--- config.mk ---
export PLATFORM = sky130hd
export DESIGN_NAME = dsp_out_buffer_flat
export DESIGN_NICKNAME = d
export VERILOG_FILES = /design/src/rtl/dsp_pkg.sv /design/src/rtl/dsp_out_buffer_if.sv /design/src/rtl/sync_fifo_mem.sv /design/src/rtl/dsp_out_buffer.sv /design/src/flat_wrapper.sv
export SDC_FILE = /design/constraint.sdc
export NUM_CORES = 1
export LEC_CHECK = 0
export BUFFER_PORTS_ARGS = -buffer_cell sky130_fd_sc_hd__buf_2
export CAP_MARGIN = 20
export CORE_MARGIN = 8
export CORE_UTILIZATION = 55
export DETAILED_ROUTE_END_ITERATION = 16
export PLACE_DENSITY = 0.86
export SYNTH_ARGS = -nofsm -noshare
export SYNTH_HDL_FRONTEND = slang
export SYNTH_HIERARCHICAL = 1
export SYNTH_SLANG_ARGS = --single-unit
--- constraint.sdc ---
create_clock -name clk -period 5 [get_ports clk]
set_input_delay 1.25 -clock clk [delete_from_list [all_inputs] [get_ports clk]]
set_output_delay 1.25 -clock clk [all_outputs]
set_load 0.005 [all_outputs]
--- src/rtl/dsp_pkg.sv ---
// Shared DSP definitions: mode encodings and the packed FIFO entry layout.
package dsp_pkg;

  localparam logic [1:0] MODE_FIR  = 2'd0;
  localparam logic [1:0] MODE_IIR  = 2'd1;
  localparam logic [1:0] MODE_FFT  = 2'd2;
  localparam logic [1:0] MODE_IDLE = 2'd3;

  localparam int unsigned DataWidth = 16;

  // Field names avoid the 'real' keyword.
  typedef struct packed {
    logic                 last;
    logic [DataWidth-1:0] im;
    logic [DataWidth-1:0] re;
  } dsp_entry_t;

  function automatic int unsigned entry_width(int unsigned dw);
    return 2 * dw + 1;
  endfunction

endpackage

--- src/rtl/dsp_out_buffer_if.sv ---
// Handshake bundle between the DSP source, the output buffer and the host/DMA consumer.
interface dsp_out_buffer_if #(
  parameter int unsigned DATA_WIDTH = 16,
  parameter int unsigned DEPTH      = 16
);
  logic [1:0]              mode;
  logic [DATA_WIDTH-1:0]   in_real;
  logic [DATA_WIDTH-1:0]   in_imag;
  logic                    in_valid;
  logic [DATA_WIDTH-1:0]   out_real;
  logic [DATA_WIDTH-1:0]   out_imag;
  logic                    out_last;
  logic                    out_valid;
  logic                    out_ready;
  logic [$clog2(DEPTH):0]  level;
  logic                    overflow;
  logic                    clr_overflow;
  logic [15:0]             drop_count;

  modport master (
    output mode, in_real, in_imag, in_valid, out_ready, clr_overflow,
    input  out_real, out_imag, out_last, out_valid, level, overflow, drop_count
  );

  modport slave (
    input  mode, in_real, in_imag, in_valid, out_ready, clr_overflow,
    output out_real, out_imag, out_last, out_valid, level, overflow, drop_count
  );
endinterface

--- src/rtl/sync_fifo_mem.sv ---
// FIFO storage: Depth x Width registers, one write port, asynchronous read, no reset.
module sync_fifo_mem #(
  parameter int unsigned Width = 33,
  parameter int unsigned Depth = 16
) (
  input  logic                     clk,
  input  logic                     i_we,
  input  logic [$clog2(Depth)-1:0] i_waddr,
  input  logic [Width-1:0]         i_wdata,
  input  logic [$clog2(Depth)-1:0] i_raddr,
  output logic [Width-1:0]         o_rdata
);

  logic [Width-1:0] r_mem [Depth];

  always_ff @(posedge clk) begin
    if (i_we) r_mem[i_waddr] <= i_wdata;
  end

  assign o_rdata = r_mem[i_raddr];

endmodule

--- src/rtl/dsp_out_buffer.sv ---
// FWFT output buffer for the DSP stream with FFT frame tagging and sticky overflow.
// Optional drop counter enabled by defining DSP_OUTBUF_STATS_EN.
module dsp_out_buffer
  import dsp_pkg::*;
#(
  parameter int unsigned DATA_WIDTH = 16,
  parameter int unsigned DEPTH      = 16,
  parameter int unsigned FRAME_LEN  = 8
) (
  input logic            clk,
  input logic            rst,
  dsp_out_buffer_if.slave bus
);

  localparam int unsigned PtrW   = $clog2(DEPTH);
  localparam int unsigned LvlW   = PtrW + 1;
  localparam int unsigned FrameW = $clog2(FRAME_LEN);
  localparam int unsigned EntryW = 2 * DATA_WIDTH + 1;

  localparam logic [LvlW-1:0]   LvlFull   = LvlW'(DEPTH);
  localparam logic [FrameW-1:0] FrameLast = FrameW'(FRAME_LEN - 1);

  typedef struct packed {
    logic                  last;
    logic [DATA_WIDTH-1:0] im;
    logic [DATA_WIDTH-1:0] re;
  } entry_t;

  logic [PtrW-1:0]   r_wptr, r_rptr;
  logic [LvlW-1:0]   r_level;
  logic [FrameW-1:0] r_frame_cnt;
  logic [1:0]        r_mode_prev;
  logic              r_overflow;

  logic              w_full, w_valid, w_active, w_pop, w_push, w_drop, w_is_fft;
  logic [FrameW-1:0] w_frame_cur;
  entry_t            w_wr_entry, w_rd_entry;
  logic [EntryW-1:0] w_rdata;

  assign w_full   = (r_level == LvlFull);
  assign w_valid  = (r_level != '0);
  assign w_active = bus.in_valid && (bus.mode != MODE_IDLE);
  assign w_pop    = w_valid && bus.out_ready;
  assign w_push   = w_active && (!w_full || w_pop);
  assign w_drop   = w_active && w_full && !w_pop;
  assign w_is_fft = (bus.mode == MODE_FFT);

  // A mode change restarts framing so this cycle's sample is index 0.
  assign w_frame_cur = (bus.mode != r_mode_prev) ? '0 : r_frame_cnt;

  assign w_wr_entry.last = w_is_fft && (w_frame_cur == FrameLast);
  assign w_wr_entry.im   = bus.in_imag;
  assign w_wr_entry.re   = bus.in_real;

  sync_fifo_mem #(
    .Width (EntryW),
    .Depth (DEPTH)
  ) u_mem (
    .clk     (clk),
    .i_we    (w_push),
    .i_waddr (r_wptr),
    .i_wdata (w_wr_entry),
    .i_raddr (r_rptr),
    .o_rdata (w_rdata)
  );

  assign w_rd_entry = entry_t'(w_rdata);

  always_ff @(posedge clk) begin
    if (rst) begin
      r_wptr      <= '0;
      r_rptr      <= '0;
      r_level     <= '0;
      r_frame_cnt <= '0;
      r_mode_prev <= MODE_FIR;
      r_overflow  <= 1'b0;
    end else begin
      r_mode_prev <= bus.mode;
      if (w_push) r_wptr <= r_wptr + 1'b1;
      if (w_pop)  r_rptr <= r_rptr + 1'b1;
      unique case ({w_push, w_pop})
        2'b10:   r_level <= r_level + 1'b1;
        2'b01:   r_level <= r_level - 1'b1;
        default: r_level <= r_level;
      endcase
      // Dropped FFT samples still advance the counter to keep frame alignment.
      if (!w_is_fft)         r_frame_cnt <= '0;
      else if (bus.in_valid) r_frame_cnt <= w_frame_cur + 1'b1;
      else                   r_frame_cnt <= w_frame_cur;
      if (w_drop)                r_overflow <= 1'b1;
      else if (bus.clr_overflow) r_overflow <= 1'b0;
    end
  end

`ifdef DSP_OUTBUF_STATS_EN
  logic [15:0] r_drop_count;

  always_ff @(posedge clk) begin
    if (rst) begin
      r_drop_count <= '0;
    end else if (bus.clr_overflow) begin
      r_drop_count <= w_drop ? 16'd1 : 16'd0;
    end else if (w_drop && (r_drop_count != 16'hFFFF)) begin
      r_drop_count <= r_drop_count + 16'd1;
    end
  end

  assign bus.drop_count = r_drop_count;
`else
  assign bus.drop_count = 16'd0;
`endif

  assign bus.out_valid = w_valid;
  assign bus.out_real  = w_valid ? w_rd_entry.re : '0;
  assign bus.out_imag  = w_valid ? w_rd_entry.im : '0;
  assign bus.out_last  = w_valid ? w_rd_entry.last : 1'b0;
  assign bus.level     = r_level;
  assign bus.overflow  = r_overflow;

endmodule

--- src/flat_wrapper.sv ---
// flat-port wrapper written by rule: the top's interface ports become plain ports
module dsp_out_buffer_flat import dsp_pkg::*;
#(
  parameter int unsigned DATA_WIDTH = 16,
  parameter int unsigned DEPTH      = 16,
  parameter int unsigned FRAME_LEN  = 8
)
  (clk, rst, bus_mode, bus_in_real, bus_in_imag, bus_in_valid, bus_out_ready, bus_clr_overflow, bus_out_real, bus_out_imag, bus_out_last, bus_out_valid, bus_level, bus_overflow, bus_drop_count);
  dsp_out_buffer_if #(.DATA_WIDTH(DATA_WIDTH), .DEPTH(DEPTH)) bus_i ();
  input logic clk;
  input logic rst;
  input wire logic [$bits(bus_i.mode)-1:0] bus_mode;
  input wire logic [$bits(bus_i.in_real)-1:0] bus_in_real;
  input wire logic [$bits(bus_i.in_imag)-1:0] bus_in_imag;
  input wire logic [$bits(bus_i.in_valid)-1:0] bus_in_valid;
  input wire logic [$bits(bus_i.out_ready)-1:0] bus_out_ready;
  input wire logic [$bits(bus_i.clr_overflow)-1:0] bus_clr_overflow;
  output wire logic [$bits(bus_i.out_real)-1:0] bus_out_real;
  output wire logic [$bits(bus_i.out_imag)-1:0] bus_out_imag;
  output wire logic [$bits(bus_i.out_last)-1:0] bus_out_last;
  output wire logic [$bits(bus_i.out_valid)-1:0] bus_out_valid;
  output wire logic [$bits(bus_i.level)-1:0] bus_level;
  output wire logic [$bits(bus_i.overflow)-1:0] bus_overflow;
  output wire logic [$bits(bus_i.drop_count)-1:0] bus_drop_count;
  assign bus_i.mode = bus_mode;
  assign bus_i.in_real = bus_in_real;
  assign bus_i.in_imag = bus_in_imag;
  assign bus_i.in_valid = bus_in_valid;
  assign bus_i.out_ready = bus_out_ready;
  assign bus_i.clr_overflow = bus_clr_overflow;
  assign bus_out_real = bus_i.out_real;
  assign bus_out_imag = bus_i.out_imag;
  assign bus_out_last = bus_i.out_last;
  assign bus_out_valid = bus_i.out_valid;
  assign bus_level = bus_i.level;
  assign bus_overflow = bus_i.overflow;
  assign bus_drop_count = bus_i.drop_count;
  dsp_out_buffer #(.DATA_WIDTH(DATA_WIDTH), .DEPTH(DEPTH), .FRAME_LEN(FRAME_LEN)) u_core (.clk(clk), .rst(rst), .bus(bus_i));
endmodule
# After elaboration in Yosys (flattened, before gate mapping)
# Memories as Yosys holds them, arrays and structs flattened. A register that Yosys moved wholly into a read port is not among the register bits.
# Index checks and enable logic that the tools add are counted.
# Widths: inputs -> output; s select.
[word_totals] register_bits=19 mem_bits_rw=528 out_inout_bits=56 mem_count=1
[memory_table] name="u_core.u_mem.r_mem" depth=16 width=33 read_ports=1 rd_ports_with_merged_regs=1 write_ports=1 line_no="sync_fifo_mem.sv:14" rtl="logic [Width-1:0] r_mem [Depth];"
[classes] add_sub_neg=5 n_eq_ne=7 n_mux=12 n_bitwise=1 reduce_logical=13
[ops] cell="$mux 16" count=2
[ops] cell="$pmux 5 s2" count=1
[ops] cell="$add 4x1->4 const B" count=2
[ops] cell="$mux 4" count=2
[ops] cell="$logic_and 1x1->1" count=6
[ops] cell="$mux 3" count=2
[ops] cell="$add 5x1->5 const B" count=1
[ops] cell="$eq 5x5->1 const B" count=1
[ops] cell="$mux 1" count=5
[ops] cell="$reduce_bool 5->1" count=1
[ops] cell="$sub 5x1->5 const B" count=1
[ops] cell="$eq 2x2->1 const B" count=2
[ops] cell="$reduce_bool 2->1" count=2
[ops] cell="$add 3x1->3 const B" count=1
[ops] cell="$eq 3x3->1 const B" count=1
[ops] cell="$eq 2x1->1 const B" count=1
[ops] cell="$logic_not 1->1" count=2
[ops] cell="$ne 2x2->1" count=1
[ops] cell="$ne 2x2->1 const B" count=1
[ops] cell="$reduce_or 2->1" count=1
[ops] cell="$logic_or 1x1->1" count=1
[ops] cell="$not 1->1" count=1

# Logic depth before layout (Yosys ltp)
[depth] word_depth=6 ltp_mapped=10 mapped_depth_nobuf=9

# By module
# The synthesis kept the hierarchy.
[by_module_without_submodules] module="sync_fifo_mem" n_inst=1 cells_each=831 area_each_um2=19970.4
[by_module_without_submodules] module="dsp_out_buffer" n_inst=1 cells_each=160 area_each_um2=1345.0

# Worst setup path after synthesis
# Ideal clock, no wire load.
[synth_timing] kind="input to register" from="input port bus_in_valid" to="memory u_core.u_mem.r_mem[0][0] (enable)" arrival_ns=4.575 t_required_ns=4.536 path_slack_ns=-0.039 stages=5 path_buffers=0 path_cell_list="a21boi_1 > o21ai_4 > inv_1 > or3b_2 > nor3_1"
[synth_via] elab_chain_len=4
[synth_rtl] item="start, declared" line_no="flat_wrapper.sv:15" rtl="input wire logic [$bits(bus_i.in_valid)-1:0] bus_in_valid;"
[synth_rtl] item="$logic_and 1x1->1" line_no="dsp_out_buffer.sv:42" rtl="assign w_active = bus.in_valid && (bus.mode != MODE_IDLE);"
[synth_rtl] item="$logic_and 1x1->1" line_no="dsp_out_buffer.sv:44" rtl="assign w_push = w_active && (!w_full || w_pop);"
[synth_rtl] item="net u_core.w_push" line_no="dsp_out_buffer.sv:35" rtl="logic w_full, w_valid, w_active, w_pop, w_push, w_drop, w_is_fft;"
[synth_rtl] item="$mux 1" line_no="sync_fifo_mem.sv:17" rtl="if (i_we) r_mem[i_waddr] <= i_wdata;"
[synth_rtl] item="$mux 1 (not written as such)" line_no="sync_fifo_mem.sv:17"
[synth_rtl] item="end, declared" line_no="sync_fifo_mem.sv:14"
# The timed path passes the listed nets, and every way through them passes these cells.

==> reports/metrics.csv <==
stage,metric,value,unit
critical_path,worst reg2reg endpoint,u_core/bus.level[4]$_SDFFE_PP0P_,
sta,unrepaired setup endpoints after global routing,no,
detailed_routing,final wirelength,46200,um
global_routing,initial antenna violation count,3,
logic_synthesis,sequential share of the synthesized area,76.2,%
detailed_routing,vias per cell,6.33,
floorplanning,Starting Density,55.4,%
clock_network,Max H-tree Level,2,
global_routing,largest net degree at the start of global routing,52,
critical_path,"Slowest-stage cell, CP",dfxtp_4,
global_routing,global-route wire length before repair,68000,um
logic_synthesis,prevailing post-synth register cell,edfxtp_1,
logic_synthesis,Commonest cells post-synth,"528 x edfxtp_1, 113 x mux4_2, 66 x a22oi_1",
clock_network,number of CTS-inserted buffers,51,
logic_synthesis,"EDFF count, synth",528,
min_path,Hold EP,u_core/bus.level[2]$_SDFFE_PP0P_,
cells_and_area,Syn-to-layout area delta,13.2,%
floorplanning,# IOs,95,
sta,setup_tns,0,ps
critical_path,Slowest Stage Delay on Critical Path,820,ps
min_path,WHS Path Cells,2,
detailed_routing,drt wl/cell,28.0,um
power,Overall Power,11.0,mW
power,LEAKAGE,7.76,nW
critical_path,critical path peak fanout,51,
detailed_routing,first-pass iteration count of the detailed router,5,
critical_path,CP Capture Type,output port,
logic_synthesis,asr flop ratio synth,0,%
logic_synthesis,"area leader, netlist",edfxtp_1,
sta,clock skew,15.4,ps
placed_design,post-DP HPWL,24400,um
placed_design,gpl congestion,0.721,
min_path,worst hold path startpoint,u_core/bus.level[2]$_SDFFE_PP0P_,
floorplanning,core area,38500,sq um
sta,final hold violations,0,
sta,fin. max-slew vios,0,
logic_synthesis,"top cells by area, synth","edfxtp_1 74%, mux4_2 12%, mux4_1 2.3%, a22oi_1 2.3%, dfxtp_1 1.8%",
floorplanning,num rows,72,
detailed_routing,Routed Antenna Nets,0,
floorplanning,Die Span Y,213,um
logic_synthesis,post-synth cell types,43,
cells_and_area,fin util,62.7,%
cells_and_area,Layout Nets,1143,
logic_synthesis,Synth Instances,991,
clock_network,Root Driver,clkbuf_16,
clock_network,clk slew on worst S/H paths,70,ps
min_path,min-delay worst type,flop to flop,
clock_network,Post-CTS Setup Inserts,0,
sta,Max Fclk,236,MHz
logic_synthesis,mean post-synth cell area,21.5,sq um
critical_path,WS Path Type,flop to output port,
critical_path,Setup crit start kind,flop,
critical_path,worst reg-to-reg path cell count,9,
power,Sequential Power Share,47.3,%
logic_synthesis,synth warn,6,
logic_synthesis,Synth top area share,74.4,%
detailed_routing,total number of vias,10400,
global_routing,grt total ovfl,0,
global_routing,GRT Total Usage,20.5,%
sta,Slew headroom,22.6,%
logic_synthesis,synthesis-stage register bit count,547,
placed_design,Port Buffers,78,
run_status,status,finished clean,
global_routing,vias in the first global route,10900,
floorplanning,DIE AREA,45300,sq um
critical_path,reg2reg setup slack,1890,ps
clock_network,clock buffer depth,3,
clock_network,Sink Count,547,
clock_network,post-CTS sizing,0,
clock_network,CTS tree,yes,
cells_and_area,layout cells sized above 1,28.8,%
flow_run,number of max-cap violations,0,
power,Internal,8.33,mW
sta,crit share post-route,84.7,%
detailed_routing,Detailed Route Iter0 Violations,959,
sta,Final setup viols,0,
power,power per cell area,456,nW/um^2
power,Switching Share,24.4,%
critical_path,worst path cell trace,"buf_12, mux4_2, a22oi_1, nand2_1, nor2b_1, buf_2",
power,Logic pwr share,16.3,%
clock_network,CTS Hold Buffers Added,0,
power,Clk pwr share,36.4,%
critical_path,RR Startpoint,u_core/bus.level[0]$_SDFFE_PP0P_,
detailed_routing,# DRC,0,
critical_path,Critical Path RT,3750,ps
logic_synthesis,top-count cell post-synth,edfxtp_1,
power,Worst VDD drop,0.000304,V
clock_network,later-pin clock latency in the skew report,580,ps
floorplanning,Chip Width,213,um
power,Sw Pwr,2.68,mW
critical_path,CP arrival,2980,ps
sta,"Min Clock Period, post-route",4230,ps
logic_synthesis,area of the mapped netlist,21300,sq um
sta,Tightest Pin Transition,1160,ps
cell type report:
| class | count | area (sq um) |
|---|---|---|
| tap | 518 | 648 |
| fill | 2491 | 14300 |
| clock buffer | 54 | 1290 |
| sequential | 547 | 16200 |
| antenna | 1 | 2.50 |
| clock inverter | 36 | 460 |
| multi-input combinational | 387 | 4780 |
| inverter | 4 | 15.0 |
| timing repair buffer | 104 | 686 |
logic make-up (layout without fill, tap and decap cells):
family          count (synthesis)  after routing  synth area share (%)
compound gates                 83             83                  2.88
xor+xnor                       11             11                 0.452
fa+ha+maj                       9              9                 0.564
buf+inv                        72            198                  2.31
flops                         547            547                  76.2
mux                           135            135                  14.4
other cells                     1             17                0.0176
simple gates                  133            133                  3.19
critical path: cells and delay by family (launching register included):
| family | cells | cell delay (ps) |
|---|---|---|
| compound gates | 1 | 260 |
| flops | 1 | 820 |
| buf+inv | 2 | 540 |
| mux | 1 | 400 |
| simple gates | 2 | 370 |
metal layers:
metal	vias up	wire length [um]	track usage [%]
li1	4292	-	-
met5	-	27	0
met3	107	3880	3.85
met4	4	1580	7.52
met2	596	23700	35.5
met1	5444	16900	25.7
state kept, by name (all words and copies together), names as in the netlist:
| signal | flops |
|---|---|
| u_core/u_mem/r_mem | 528 |
| u_core/bus.level | 5 |
| u_core/r_rptr | 4 |
| u_core/r_wptr | 4 |
| u_core/r_frame_cnt | 3 |
| u_core/r_mode_prev | 2 |
| u_core/bus.overflow | 1 |
metrics by stage:
step / area, sq um / cells / setup slack (ps) / hold slack (ps)
2_1_floorplan: 21400 / 1006 / 309 / 500
3_3_place_gp: 22400 / 1560 / 1330 / 538
3_5_place_dp: 22400 / 1560 / 1260 / 551
4_1_cts: 24100 / 1650 / 757 / 568
5_1_grt: 24100 / 1650 / 635 / 603
6_report: 24100 / 1651 / 766 / 562
power groups by stage:
stage	registers, mW	logic (mW)	clock network [mW]
2_1_floorplan	5.24	1.29	0
3_3_place_gp	5.29	1.76	0
3_5_place_dp	5.30	1.80	0
4_1_cts	5.21	1.83	4.07
5_1_grt	5.21	1.95	4.23
6_report	5.21	1.80	4.01
worst max-delay path by stage:
stage | start | endpoint | slack (ps) | depth (start not counted)
2_1_floorplan | bus_in_valid | u_core/u_mem/r_mem[8][0]$_DFFE_PP_ | 310 | 5
3_3_place_gp | bus_in_valid | u_core/u_mem/r_mem[10][15]$_DFFE_PP_ | 1330 | 7
3_5_place_dp | bus_in_valid | u_core/u_mem/r_mem[10][15]$_DFFE_PP_ | 1260 | 7
4_1_cts | u_core/bus.level[0]$_SDFFE_PP0P_ | bus_out_imag[15] | 760 | 5
5_1_grt | u_core/r_rptr[1]$_SDFFE_PP0P_ | bus_out_real[0] | 640 | 6
6_report | u_core/r_rptr[1]$_SDFFE_PP0P_ | bus_out_real[0] | 770 | 6
cells in the final DEF, fill, tap and decap left out, types with 3 or more instances in the layout:
cell type,n
bufinv_16,10
edfxtp_1,528
nand2_1,37
clkbuf_1,3
conb_1,16
nor3_2,3
buf_12,8
nor2b_1,36
buf_4,18
o211ai_1,4
a21oi_1,8
xor2_1,7
clkbuf_16,51
clkinvlp_4,3
dfxtp_1,17
nor2_1,16
clkinv_2,13
nor2_4,14
inv_1,3
and3_1,6
nand2b_1,5
mux4_2,113
buf_2,78
clkinv_1,6
xnor2_1,4
ha_1,8
mux2i_1,3
mux4_1,19
a22oi_1,66
(Power assumes the default switching activity.)
